File: src/rtl/mem_arb_pkg.sv
// Shared types for the two-master SRAM port arbiter: response tags, owner ids, widths.
package mem_arb_pkg;

  localparam int DATA_WIDTH = 32;
  localparam int BE_WIDTH   = 4;

  typedef enum logic {
    OWN_M0 = 1'b0,
    OWN_M1 = 1'b1
  } owner_e;

  typedef struct packed {
    logic   valid;
    owner_e owner;
    logic   is_read;
  } resp_tag_t;

endpackage

File: src/rtl/mem_arb_resp_pipe.sv
// Response tag delay line matching the SRAM read latency, plus rvalid/rdata steering to
// the master that owned the grant.
module mem_arb_resp_pipe
  import mem_arb_pkg::*;
#(
  parameter int RD_LATENCY = 1
) (
  input  logic                  clk_i,
  input  logic                  rst_i,
  input  logic                  push_valid_i,
  input  logic                  push_owner_i,
  input  logic                  push_is_read_i,
  input  logic [DATA_WIDTH-1:0] sram_dout_i,
  output logic                  m0_rvalid_o,
  output logic [DATA_WIDTH-1:0] m0_rdata_o,
  output logic                  m1_rvalid_o,
  output logic [DATA_WIDTH-1:0] m1_rdata_o
);

  resp_tag_t tag_q [RD_LATENCY];
  resp_tag_t tag_d [RD_LATENCY];
  resp_tag_t tag_out;

  always_comb begin
    tag_d[0].valid   = push_valid_i;
    tag_d[0].owner   = owner_e'(push_owner_i);
    tag_d[0].is_read = push_is_read_i;
    for (int i = 1; i < RD_LATENCY; i++) begin
      tag_d[i] = tag_q[i-1];
    end
  end

  // Reset drops in-flight tags so no response escapes for pre-reset grants.
  always_ff @(posedge clk_i or posedge rst_i) begin
    if (rst_i) begin
      for (int i = 0; i < RD_LATENCY; i++) begin
        tag_q[i] <= '0;
      end
    end else begin
      for (int i = 0; i < RD_LATENCY; i++) begin
        tag_q[i] <= tag_d[i];
      end
    end
  end

  always_comb begin
    tag_out     = tag_q[RD_LATENCY-1];
    m0_rvalid_o = tag_out.valid && (tag_out.owner == OWN_M0);
    m1_rvalid_o = tag_out.valid && (tag_out.owner == OWN_M1);
    m0_rdata_o  = (m0_rvalid_o && tag_out.is_read) ? sram_dout_i : '0;
    m1_rdata_o  = (m1_rvalid_o && tag_out.is_read) ? sram_dout_i : '0;
  end

endmodule

File: src/rtl/mem_port_arbiter.sv
// Round-robin arbiter between core (m0) and UART loader (m1) onto one single-port SRAM.
// Optional MEM_ARB_STATS_EN adds a saturating conflict-cycle counter output.
module mem_port_arbiter
  import mem_arb_pkg::*;
#(
  parameter int ADDR_WIDTH = 12,
  parameter int RD_LATENCY = 1
) (
  input  logic                  clk_i,
  input  logic                  rst_i,
  input  logic                  m0_req_i,
  output logic                  m0_gnt_o,
  input  logic [ADDR_WIDTH-1:0] m0_addr_i,
  input  logic                  m0_we_i,
  input  logic [BE_WIDTH-1:0]   m0_be_i,
  input  logic [DATA_WIDTH-1:0] m0_wdata_i,
  output logic                  m0_rvalid_o,
  output logic [DATA_WIDTH-1:0] m0_rdata_o,
  input  logic                  m1_req_i,
  output logic                  m1_gnt_o,
  input  logic [ADDR_WIDTH-1:0] m1_addr_i,
  input  logic                  m1_we_i,
  input  logic [BE_WIDTH-1:0]   m1_be_i,
  input  logic [DATA_WIDTH-1:0] m1_wdata_i,
  output logic                  m1_rvalid_o,
  output logic [DATA_WIDTH-1:0] m1_rdata_o,
  output logic                  sram_csb_o,
  output logic                  sram_web_o,
  output logic [BE_WIDTH-1:0]   sram_wmask_o,
  output logic [ADDR_WIDTH-1:0] sram_addr_o,
  output logic [DATA_WIDTH-1:0] sram_din_o,
  input  logic [DATA_WIDTH-1:0] sram_dout_i
`ifdef MEM_ARB_STATS_EN
  ,
  output logic [15:0]           conflict_cnt_o
`endif
);

  owner_e last_grant_q, last_grant_d;
  logic   gnt0, gnt1, granted, sel_we;

  // Grant is combinational; it is held off while reset is asserted.
  always_comb begin
    gnt0         = ~rst_i & m0_req_i & (~m1_req_i | (last_grant_q == OWN_M1));
    gnt1         = ~rst_i & m1_req_i & ~gnt0;
    granted      = gnt0 | gnt1;
    sel_we       = gnt1 ? m1_we_i : m0_we_i;
    last_grant_d = last_grant_q;
    if (gnt0) last_grant_d = OWN_M0;
    if (gnt1) last_grant_d = OWN_M1;

    sram_csb_o   = 1'b1;
    sram_web_o   = 1'b1;
    sram_wmask_o = '0;
    sram_addr_o  = '0;
    sram_din_o   = '0;
    if (granted) begin
      sram_csb_o   = 1'b0;
      sram_web_o   = ~sel_we;
      sram_wmask_o = gnt1 ? m1_be_i    : m0_be_i;
      sram_addr_o  = gnt1 ? m1_addr_i  : m0_addr_i;
      sram_din_o   = gnt1 ? m1_wdata_i : m0_wdata_i;
    end
  end

  assign m0_gnt_o = gnt0;
  assign m1_gnt_o = gnt1;

  always_ff @(posedge clk_i or posedge rst_i) begin
    if (rst_i) last_grant_q <= OWN_M1;
    else       last_grant_q <= last_grant_d;
  end

  mem_arb_resp_pipe #(
    .RD_LATENCY(RD_LATENCY)
  ) u_resp_pipe (
    .clk_i          (clk_i),
    .rst_i          (rst_i),
    .push_valid_i   (granted),
    .push_owner_i   (gnt1),
    .push_is_read_i (~sel_we),
    .sram_dout_i    (sram_dout_i),
    .m0_rvalid_o    (m0_rvalid_o),
    .m0_rdata_o     (m0_rdata_o),
    .m1_rvalid_o    (m1_rvalid_o),
    .m1_rdata_o     (m1_rdata_o)
  );

`ifdef MEM_ARB_STATS_EN
  logic [15:0] conflict_cnt_q, conflict_cnt_d;

  always_comb begin
    conflict_cnt_d = conflict_cnt_q;
    if (m0_req_i && m1_req_i && (conflict_cnt_q != 16'hFFFF))
      conflict_cnt_d = conflict_cnt_q + 16'd1;
  end

  always_ff @(posedge clk_i or posedge rst_i) begin
    if (rst_i) conflict_cnt_q <= '0;
    else       conflict_cnt_q <= conflict_cnt_d;
  end

  assign conflict_cnt_o = conflict_cnt_q;
`endif

endmodule

File: config.mk
export PLATFORM = sky130hd
export DESIGN_NAME = mem_port_arbiter
export DESIGN_NICKNAME = d
export VERILOG_FILES = /design/src/rtl/mem_arb_pkg.sv /design/src/rtl/mem_arb_resp_pipe.sv /design/src/rtl/mem_port_arbiter.sv
export SDC_FILE = /design/constraint.sdc
export NUM_CORES = 1
export LEC_CHECK = 0
export BUFFER_PORTS_ARGS = -buffer_cell sky130_fd_sc_hd__buf_2
export CAP_MARGIN = 20
export CORE_AREA = 2 2 99 101
export CTS_BUF_LIST = sky130_fd_sc_hd__clkbuf_8 sky130_fd_sc_hd__clkbuf_16
export DETAILED_ROUTE_END_ITERATION = 7
export DIE_AREA = 0 0 101 103
export PLACE_DENSITY_LB_ADDON = 0.3
export SLEW_MARGIN = 20
export SYNTH_ARGS = -nofsm -noshare
export SYNTH_HDL_FRONTEND = slang
export SYNTH_SLANG_ARGS = --single-unit
File: constraint.sdc
create_clock -name clk_i -period 2 [get_ports clk_i]
set_clock_uncertainty 0.1 [all_clocks]
set_input_delay 0.1 -clock clk_i [delete_from_list [all_inputs] [get_ports clk_i]]
set_output_delay 0.1 -clock clk_i [all_outputs]
set_load 0.05 [all_outputs]
# After elaboration in Yosys (flattened, before gate mapping)

Cells that the tools add are included.
Widths: inputs -> output; s select.

Register bits after elaboration: 4
Input port bits: 134
Logic and storage cells: 33

Muxes and demuxes: 13
Bitwise operators: 11
Reduce and logical (&&, ||, !) cells: 5

Operators with widths:

| operator          | count |
|---|---|
| $mux 32           | 4 |
| $mux 12           | 2 |
| $mux 4            | 2 |
| $mux 1            | 5 |
| $not 1->1         | 5 |
| $and 1x1->1       | 4 |
| $logic_and 1x1->1 | 4 |
| $or 1x1->1        | 2 |
| $reduce_bool 2->1 | 1 |

# Logic depth before layout (Yosys ltp)

Gate-level depths: netlist (run 1).

Depth in word-level cells: 8
Depth in mapped cells: 6

# Cells and area by module

A second synthesis (run 1) with hierarchy kept.

Cell total of the unflattened synthesis: 222
Area, all modules: 1681.6 µm²

By module, submodules not included:

| module            | times used | cells each | area each (µm²) |
|---|---|---|---|
| mem_port_arbiter  | 1          | 131        | 844.6 |
| mem_arb_resp_pipe | 1          | 91         | 837.1 |

# Worst setup path before layout (run 1)

No wires, ideal clock.

Path type: register to output
From: register last_grant_q
To: output sram_din_o[10]
Arrival: 1.693 ns
Setup slack: 0.107 ns
Stages on the path, launching flop included: 6
Cell sequence: dfstp_2 -> nand2b_1 -> buf_2 -> buf_2 -> a32oi_1 -> nor2_1

Longest elaborated chain between the ends: 6
Elaborated cells on any way between the ends: 7

RTL lines:

| item                                         | RTL line                                       | RTL |
|---|---|---|
| from (decl)                                  | mem_port_arbiter.sv:39                         | `owner_e last_grant_q, last_grant_d;` |
| from (signal assigned)                       | mem_port_arbiter.sv:71                         | `else last_grant_q <= last_grant_d;` |
| $or 1x1->1 *                                 | mem_port_arbiter.sv:44                         | `gnt0 = ~rst_i & m0_req_i & (~m1_req_i \| (last_grant_q == OWN_M1));` |
| $and 1x1->1 *                                | mem_port_arbiter.sv:44                         |  |
| $not 1->1                                    | mem_port_arbiter.sv:45                         | `gnt1 = ~rst_i & m1_req_i & ~gnt0;` |
| $and 1x1->1                                  | mem_port_arbiter.sv:45                         |  |
| $mux 32 / $or 1x1->1 (equally long branches) | mem_port_arbiter.sv:62, mem_port_arbiter.sv:46 |  |
| $mux 32 *                                    | mem_port_arbiter.sv:57                         | `if (granted) begin` |
| to (decl)                                    | mem_port_arbiter.sv:31                         | `output logic [DATA_WIDTH-1:0] sram_din_o,` |

Every way passes the cells marked *; elsewhere a longest branch is shown, timed or not.

# Worst setup path after layout (run 1)

From: register last_grant_q
To: output sram_din_o[21]

Same word-level chain as after synthesis.

==> impl_metrics.yaml, run 1 <==
clock_network:
  clkSinkCount: 4
  htreeDepth: 1
  clk_latency_ps: 220
  cts.path.max_buffers: 2
  cts_inserted_buffers: 3
  clockRootBuffer: "clkbuf_8"
  clk_pin_slew_ps: 30
  cts_tree: "done"
power:
  pwr-share-seq: 0.080
  power.internal_w: 0.000517
  powerDensity_nw_per_um2: 462
  leakage_nw: 1.64
  comb_power_share: 0.780
  p_sw_frac: 0.593
  netSwitchingPower_w: 0.000755
  finalPower_w: 0.00127
  clockPowerShare: 0.140
  peakVddDrop_mv: 0.142
placement:
  placed_area_um2: 2680
  numPortBuffers: 251
  gp_congestion: 0.663
  hpwlAfterDp_um: 5940
critical_path:
  end_kind: "output port"
  endpoint: "sram_din_o[21]"
  critPathMaxFanout: 38
  crit_arrival_ps: 1670
  start_kind: "flop"
  rr_worst_depth: 4
  reg2reg_to: "u_resp_pipe.tag_out[0]"
  cp-startpoint: "last_grant_q"
  regToRegSetupSlack_ps: 170
  worstPathRequired_ps: 1800
  r2r-start: "last_grant_q"
  critical_path_class: "flop to output port"
global_routing:
  grt_pass1_vias: 2119
  grt_max_degree: 42
  busiest_layer: "met2"
  track_usage: 0.117
  antenna_found_initial: 1
  use_met3: 0.0244
  grt.met2_usage: 0.245
  grt_util_met1: 0.113
  grt_first_pass_wirelength_um: 9730
  grt_overflow: 0
synthesis:
  seq_area_frac_synth: 0.0763
  netlist_area_um2: 1330
  syn_area_per_cell_um2: 5.42
  ys.warnings.count: 0
  synth_cell_types: 19
  netlist_instances: 245
  yosysTopAreaCellShare: 0.316
  synthesis.nets: 379
  synth.area.top_cells: "nor2_1, a32oi_1, nand2_1"
  ys_seq_elements: 4
  yosysTopAreaCell: "nor2_1"
floorplanning:
  num_rows: 36
  initial_utilization: 0.140
  ioPinCount: 252
  dieArea_um2: 10400
  fp.dieW_um: 101
  coreArea_um2: 9460
  die_h_um: 103
drt:
  ant_nets: 0
  drcViolationCount: 0
  drtIter0Drc: 68
  vias: 2675
  wl_per_cell_um: 12.2
  firstDrtPassIters: 4
  wirelength_um: 7280
  vias_per_cell: 4.49
job:
  maxCapViolCount: 0
min_path:
  min_from: "m1_req_i"
  hold_depth: 3
  hp-class: "input pin to flop"
cells_and_area:
  layout_common_cells: "buf_2, nor2_1, a32oi_1"
  layout.nets: 617
  final_common_cell: "buf_2"
  fillCellCount: 1044
  area_delta_synth_final_pct: 107
  multi_input_area_um2: 1060
  diodes: 0
  drive_gt1_frac: 0.556
  seqCellArea_um2: 101
  stdcell_area_um2: 2750
sta:
  max_slew_margin: 0.781
  min_period_ps: 1870
  grt_setup_unrepaired: "false"
  slew_violations: 0
  max_clock_freq_mhz: 535
  fin_crit_sh: 0.935
  setup_viol: 0
  worst_pin_slew_ps: 328
  report.final.hold_viol_count: 0
  tns_ps: 0
status:
  status: "complete, no violations"
[worst max-delay path, stage by stage, from the launching register on]
cell      delay, ps
dfstp_2         560
nand2b_2        160
buf_12          190
a32oi_1         130
nor2_1          120
buf_2           270
[state kept, by name (all words and copies together), names as in the netlist]
| signal | flops |
|---|---|
| u_resp_pipe.tag_out | 3 |
| last_grant_q | 1 |
[metrics by stage]
stage | util | hold slack, ps | instances | setup WS (ps)
floorplan | - | -234 | 245 | 107
finish | 0.291 | 107 | 596 | 130
global route | 0.291 | 138 | 596 | 41.7
detailed placement | 0.283 | 8.76 | 589 | 369
CTS | 0.291 | 102 | 596 | 104
global placement | 0.283 | 6.36 | 589 | 360
[per-layer routing]
layer,vias to the layer above,part of all wire
li1,1329,-
met1,1184,0.36
met2,156,0.53
met3,4,0.096
met4,2,0.0076
met5,-,0.0018
[how the worst min path moves through the flow]
stage	endpoint	slack, ps
after CTS	last_grant_q	100
after global routing	last_grant_q	140
after floorplan	u_resp_pipe.tag_out[0]	-230
after detailed placement	u_resp_pipe.tag_out[2]	9
after global placement	u_resp_pipe.tag_out[2]	6
final	last_grant_q	110
[layout make-up]
type	instances	share of cell area
Inverter	4	0.00636
Multi-Input combinational cell	206	0.385
Timing Repair Buffer	264	0.503
Tap cell	114	0.0518
Sequential cell	4	0.0368
Clock buffer	3	0.0150
Clock inverter	1	0.00136
[kinds of logic after synthesis]
family / share of synthesized area
mux: 0.00753
compound gates: 0.345
simple gates: 0.439
flops: 0.0763
buf+inv: 0.133
[cell usage after synthesis, drive strengths merged]
cell type    n
a21boi       1
a21oi        1
a31oi        1
a32o         1
a32oi       48
and2         1
and3         1
buf         16
clkbuf      15
dfrtp        3
dfstp        1
inv          4
mux2i        1
nand2       35
nand2b       3
nor2       112
o21ai        1
[repair_timing]
action	in CTS	in global routing
hold buffers	3	0
resized for setup	0	1
endpoints found under the hold margin	5	0
endpoints found under the setup margin	0	1
setup buffers	0	0
[power by group through the flow]
| stage | Clock [W] | Sequential, W | Combinational [W] |
|---|---|---|---|
| 4_1_cts | 0.000187 | 0.000102 | 0.000999 |
| 3_3_place_gp | 0 | 0.000102 | 0.000984 |
| 6_report | 0.000178 | 0.000102 | 0.000993 |
| 5_1_grt | 0.000189 | 0.000104 | 0.00106 |
| 3_5_place_dp | 0 | 0.000102 | 0.000992 |
| 2_1_floorplan | 0 | 0.000100 | 0.000702 |
Power figures use the tool's default switching activity.
==> run 2, diff against run 1 <==
--- a/config.mk
+++ b/config.mk
@@ -8,7 +8,7 @@
 export BUFFER_PORTS_ARGS = -buffer_cell sky130_fd_sc_hd__buf_2
 export CAP_MARGIN = 20
 export CORE_AREA = 2 2 99 101
-export CTS_BUF_LIST = sky130_fd_sc_hd__clkbuf_8 sky130_fd_sc_hd__clkbuf_16
+export CTS_BUF_LIST = sky130_fd_sc_hd__clkbuf_16
 export DETAILED_ROUTE_END_ITERATION = 7
 export DIE_AREA = 0 0 101 103
 export PLACE_DENSITY_LB_ADDON = 0.3
==> impl_metrics.yaml, run 2 (synthesized netlist as in run 1, its figures left out) <==
global_routing:
  grt_first_pass_wirelength_um: 9760
  grt.met2_usage: 0.245
  busiest_layer: "met2"
  antenna_found_initial: 1
  grt_pass1_vias: 2124
  use_met3: 0.0264
  grt_overflow: 0
  track_usage: 0.118
  grt_max_degree: 42
  grt_util_met1: 0.114
cells_and_area:
  stdcell_area_um2: 2790
  final_common_cell: "buf_2"
  fillCellCount: 1044
  area_delta_synth_final_pct: 110
  layout.nets: 617
  stdcell_count: 596
  diodes: 0
  layout_common_cells: "buf_2, nor2_1, a32oi_1"
  largest_reg_flops: 3
  drive_gt1_frac: 0.556
sta:
  worst_pin_slew_ps: 328
  slew_violations: 0
  report.final.hold_viol_count: 0
  grt_setup_unrepaired: "false"
  fin_crit_sh: 0.938
  max_slew_margin: 0.781
  hold_ws_ps: 99.8
  min_period_ps: 1880
  max_clock_freq_mhz: 533
  tns_ps: 0
  setup_viol: 0
critical_path:
  crit_chain: "nand2b_2, buf_12, a32oi_1, nor2_1, buf_2"
  cp_top_family: "flip-flops"
  end_kind: "output port"
  critPathBufInv: 2
  max_stage_delay_ps: 560
  critical_path_class: "flop to output port"
  worstPathRequired_ps: 1800
  crit_slowest_cell: "dfstp_2"
  critPathMaxFanout: 38
  crit_arrival_ps: 1680
  start_kind: "flop"
power:
  peakVddDrop_mv: 0.156
  finalPower_w: 0.00141
  leakage_nw: 1.66
  powerDensity_nw_per_um2: 507
floorplanning:
  die_h_um: 103
  coreArea_um2: 9460
  ioPinCount: 252
  dieArea_um2: 10400
  fp.dieW_um: 101
  num_rows: 36
  initial_utilization: 0.140
clock_network:
  cts.path.max_buffers: 2
  clk_latency_ps: 220
  htreeDepth: 1
  clockRootBuffer: "clkbuf_16"
  cts_tree: "done"
  cts_setup_buffers: 0
  clk_pin_slew_ps: 30
  cts_inserted_buffers: 3
  clkSinkCount: 4
placement:
  dp_cells: 589
  numPortBuffers: 251
  placed_area_um2: 2680
  hpwlAfterDp_um: 5940
  gp_congestion: 0.663
job:
  maxCapViolCount: 0
drt:
  vias_per_cell: 4.51
  wl_per_cell_um: 12.2
  ant_nets: 0
  wirelength_um: 7290
  firstDrtPassIters: 4
  drtIter0Drc: 66
  drcViolationCount: 0
  vias: 2685
min_path:
  hp-class: "input pin to flop"
status:
  status: "complete, no violations"
run 2: cell types whose count changed in the layout (fill, tap and decap cells not counted):
cell / previous run / this run
clkbuf_16: 0 / 3
clkbuf_8: 3 / 0
run 2: final timing paths:
path,slack [ps],from,cells past startpoint,to
hold / removal,100,m1_req_i,3,last_grant_q
max in group asynchronous,1300,rst_i,3,last_grant_q
min in group asynchronous,290,rst_i,3,u_resp_pipe.tag_out[2]
setup reg to reg,170,last_grant_q,4,u_resp_pipe.tag_out[0]
hold reg to reg,450,last_grant_q,2,last_grant_q
setup / recovery,120,last_grant_q,5,sram_din_o[21]
run 2: through the flow:
step | setup WS, ps | util
after global placement | 360 | 0.283
final | 123 | 0.295
after CTS | 108 | 0.294
after global routing | 37.1 | 0.295
after detailed placement | 369 | 0.283
after floorplan | 107 | -
run 2: final cells by class:
class / count / area, um2 / share of cell area
clock buffer: 3 / 75.1 / 0.0269
clock inverter: 1 / 3.75 / 0.00135
inverter: 4 / 17.5 / 0.00628
multi-input combinational: 206 / 1060 / 0.381
sequential: 4 / 101 / 0.0364
tap: 114 / 143 / 0.0512
timing repair buffer: 264 / 1390 / 0.497
run 2: what timing repair did:
action,4_1_cts,5_1_grt
setup endpoints to repair,0,1
hold endpoints to repair,5,0
resized for setup,0,1
hold buffers,3,0
run 2: layer usage:
metal,up-vias,part of all wire
met2,160,0.53
met1,1190,0.36
met4,2,0.0075
met5,-,0.0018
met3,4,0.097
li1,1329,-
run 2: worst register-to-register path, stage by stage (launching register included):
cell,delay (ps)
dfstp_2,380
a21boi_4,310
and2_1,240
mux2i_1,190
dlygate4sd3_1,550
run 2: power breakdown:
part           leakage, nW  internal (W)  switching, W  total, W
Clock               0.0423      0.000258     0.0000612  0.000320
Combinational         1.57      0.000293      0.000700  0.000993
Sequential          0.0477     0.0000929    0.00000890  0.000102
==> run 3, diff against run 2 <==
--- a/config.mk
+++ b/config.mk
@@ -7,10 +7,10 @@
 export LEC_CHECK = 0
 export BUFFER_PORTS_ARGS = -buffer_cell sky130_fd_sc_hd__buf_2
 export CAP_MARGIN = 20
-export CORE_AREA = 2 2 99 101
+export CORE_AREA = 2 2 98 100
 export CTS_BUF_LIST = sky130_fd_sc_hd__clkbuf_16
 export DETAILED_ROUTE_END_ITERATION = 7
-export DIE_AREA = 0 0 101 103
+export DIE_AREA = 0 0 100 102
 export PLACE_DENSITY_LB_ADDON = 0.3
 export SLEW_MARGIN = 20
 export SYNTH_ARGS = -nofsm -noshare
==> constraint.sdc (replaced) <==
create_clock -name clk_i -period 1.6 [get_ports clk_i]
set_clock_uncertainty 0.1 [all_clocks]
set_input_delay 0.08 -clock clk_i [delete_from_list [all_inputs] [get_ports clk_i]]
set_output_delay 0.08 -clock clk_i [all_outputs]
set_load 0.05 [all_outputs]
==> impl_metrics.yaml, run 3 (synthesized netlist as in run 1, its figures left out) <==
status:
  violations: "negative setup slack"
  status: "finished with violations"
cells_and_area:
  layout.nets: 622
  final_common_cell: "buf_2"
  drive_gt1_frac: 0.669
  fillCellCount: 938
  area_delta_synth_final_pct: 173
  multi_input_area_um2: 1400
  largest_reg_flops: 3
  seqCellArea_um2: 101
  stdcell_area_um2: 3620
  diodes: 0
  layout_common_cells: "buf_2, nor2_1, buf_6"
global_routing:
  grt_overflow: 0
  track_usage: 0.142
  grt_pass1_vias: 2485
  grt_max_degree: 41
  grt_first_pass_wirelength_um: 11800
  antenna_found_initial: 0
power:
  finalPower_w: 0.00215
  peakVddDrop_mv: 0.266
  p_sw_frac: 0.522
  netSwitchingPower_w: 0.00112
  pwr-share-seq: 0.060
  comb_power_share: 0.755
  power.internal_w: 0.00103
  clockPowerShare: 0.185
  powerDensity_nw_per_um2: 594
  leakage_nw: 1.81
sta:
  min_period_ps: 1790
  tns_ps: -7850
  setup_viol: 51
  slew_violations: 0
  grt_setup_unrepaired: "true"
  max_slew_margin: 0.775
  setup_slack_ps: -186
  max_clock_freq_mhz: 560
  report.final.hold_viol_count: 0
  fin_crit_sh: 1.12
  worst_pin_slew_ps: 338
clock_network:
  clkSinkCount: 4
  cts_tree: "done"
  cts_inserted_buffers: 3
  htreeDepth: 1
  clockRootBuffer: "clkbuf_16"
  clk_latency_ps: 220
  cts.path.max_buffers: 2
  clk_pin_slew_ps: 30
floorplanning:
  coreArea_um2: 9110
  ioPinCount: 252
  die_h_um: 102
  fp.dieW_um: 100
  initial_utilization: 0.146
  dieArea_um2: 10200
  num_rows: 35
critical_path:
  critical_path_class: "flop to output port"
  crit_arrival_ps: 1610
  crit_chain: "nand2b_4, buf_12, a32oi_1, nor2_4, buf_6"
  crit_slowest_cell: "dfstp_2"
  worstPathRequired_ps: 1420
  start_kind: "flop"
  critPathMaxFanout: 21
  end_kind: "output port"
  max_stage_delay_ps: 560
drt:
  wirelength_um: 8660
  firstDrtPassIters: 4
  drcViolationCount: 0
  drtIter0Drc: 58
  wl_per_cell_um: 14.5
  vias_per_cell: 4.61
  vias: 2756
  ant_nets: 0
placement:
  numPortBuffers: 251
  gp_congestion: 0.780
  hpwlAfterDp_um: 6260
  pre_cts_slack_ps: -44.5
  placed_area_um2: 3030
min_path:
  hp-class: "input pin to flop"
job:
  maxCapViolCount: 0
==> run 3: cell count changes in the layout (fill, tap and decap cells not counted), sizes merged <==
cell	before	now
clkbuf	3	7
buf	261	262
==> run 3: path summary, 6_finish.rpt <==
| kind | end | cells after the start | startpoint | slack (ps) |
|---|---|---|---|---|
| worst max-delay path | sram_din_o[13] | 5 | last_grant_q | -190 |
| worst min-delay path | u_resp_pipe.tag_out[2] | 3 | m1_req_i | 60 |
| worst max register to register | u_resp_pipe.tag_out[0] | 4 | last_grant_q | 170 |
| worst min register to register | last_grant_q | 2 | last_grant_q | 440 |
| max in group asynchronous | last_grant_q | 3 | rst_i | 900 |
| min in group asynchronous | u_resp_pipe.tag_out[1] | 3 | rst_i | 260 |
==> run 3: power by group through the flow <==
stage / Sequential (W) / Combinational [W] / Clock, W
after floorplan: 0.000125 / 0.00101 / 0
after global placement: 0.000128 / 0.00138 / 0
after detailed placement: 0.000129 / 0.00139 / 0
after CTS: 0.000129 / 0.00157 / 0.000405
after global routing: 0.000131 / 0.00171 / 0.000415
final: 0.000129 / 0.00163 / 0.000398
==> run 3: timing repair <==
item | CTS | global route
endpoints found under the setup margin | 51 | 82
buffers inserted | 0 | 1
gates cloned | 1 | 2
endpoints found under the hold margin | 5 | 0
pin swaps | 0 | 1
resized for setup | 108 | 25
hold buffers | 3 | 0
==> run 3: routing by layer <==
| metal | track usage | vias to the layer above | share of wire |
|---|---|---|---|
| met3 | 0.0321 | 4 | 0.081 |
| met2 | 0.291 | 152 | 0.55 |
| met1 | 0.143 | 1254 | 0.36 |
| met4 | 0.0348 | 0 | 0.0064 |
| li1 | - | 1346 | - |
| met5 | 0 | - | 0 |
==> run 3: worst max-delay path, delay by kind of cell (launching register included) <==
family / cells / cell delay, ps
flops: 1 / 560
buf+inv: 2 / 340
simple gates: 2 / 320
compound gates: 1 / 160
==> run 3: layout make-up <==
cell class                      instances  share of cell area
Clock inverter                          1             0.00104
Clock buffer                            3              0.0207
Tap cell                              111              0.0383
Multi-Input combinational cell        206               0.386
Timing Repair Buffer                  269               0.522
Inverter                                4             0.00414
Sequential cell                         4              0.0280
==> run 3: stage by stage <==
step / std cells / util / hold WS (ps)
floorplan: 245 / - / -253
global placement: 587 / 0.333 / -74.3
detailed placement: 587 / 0.333 / -69.2
CTS: 595 / 0.385 / 59.8
global route: 598 / 0.398 / 78.2
finish: 598 / 0.398 / 64.0
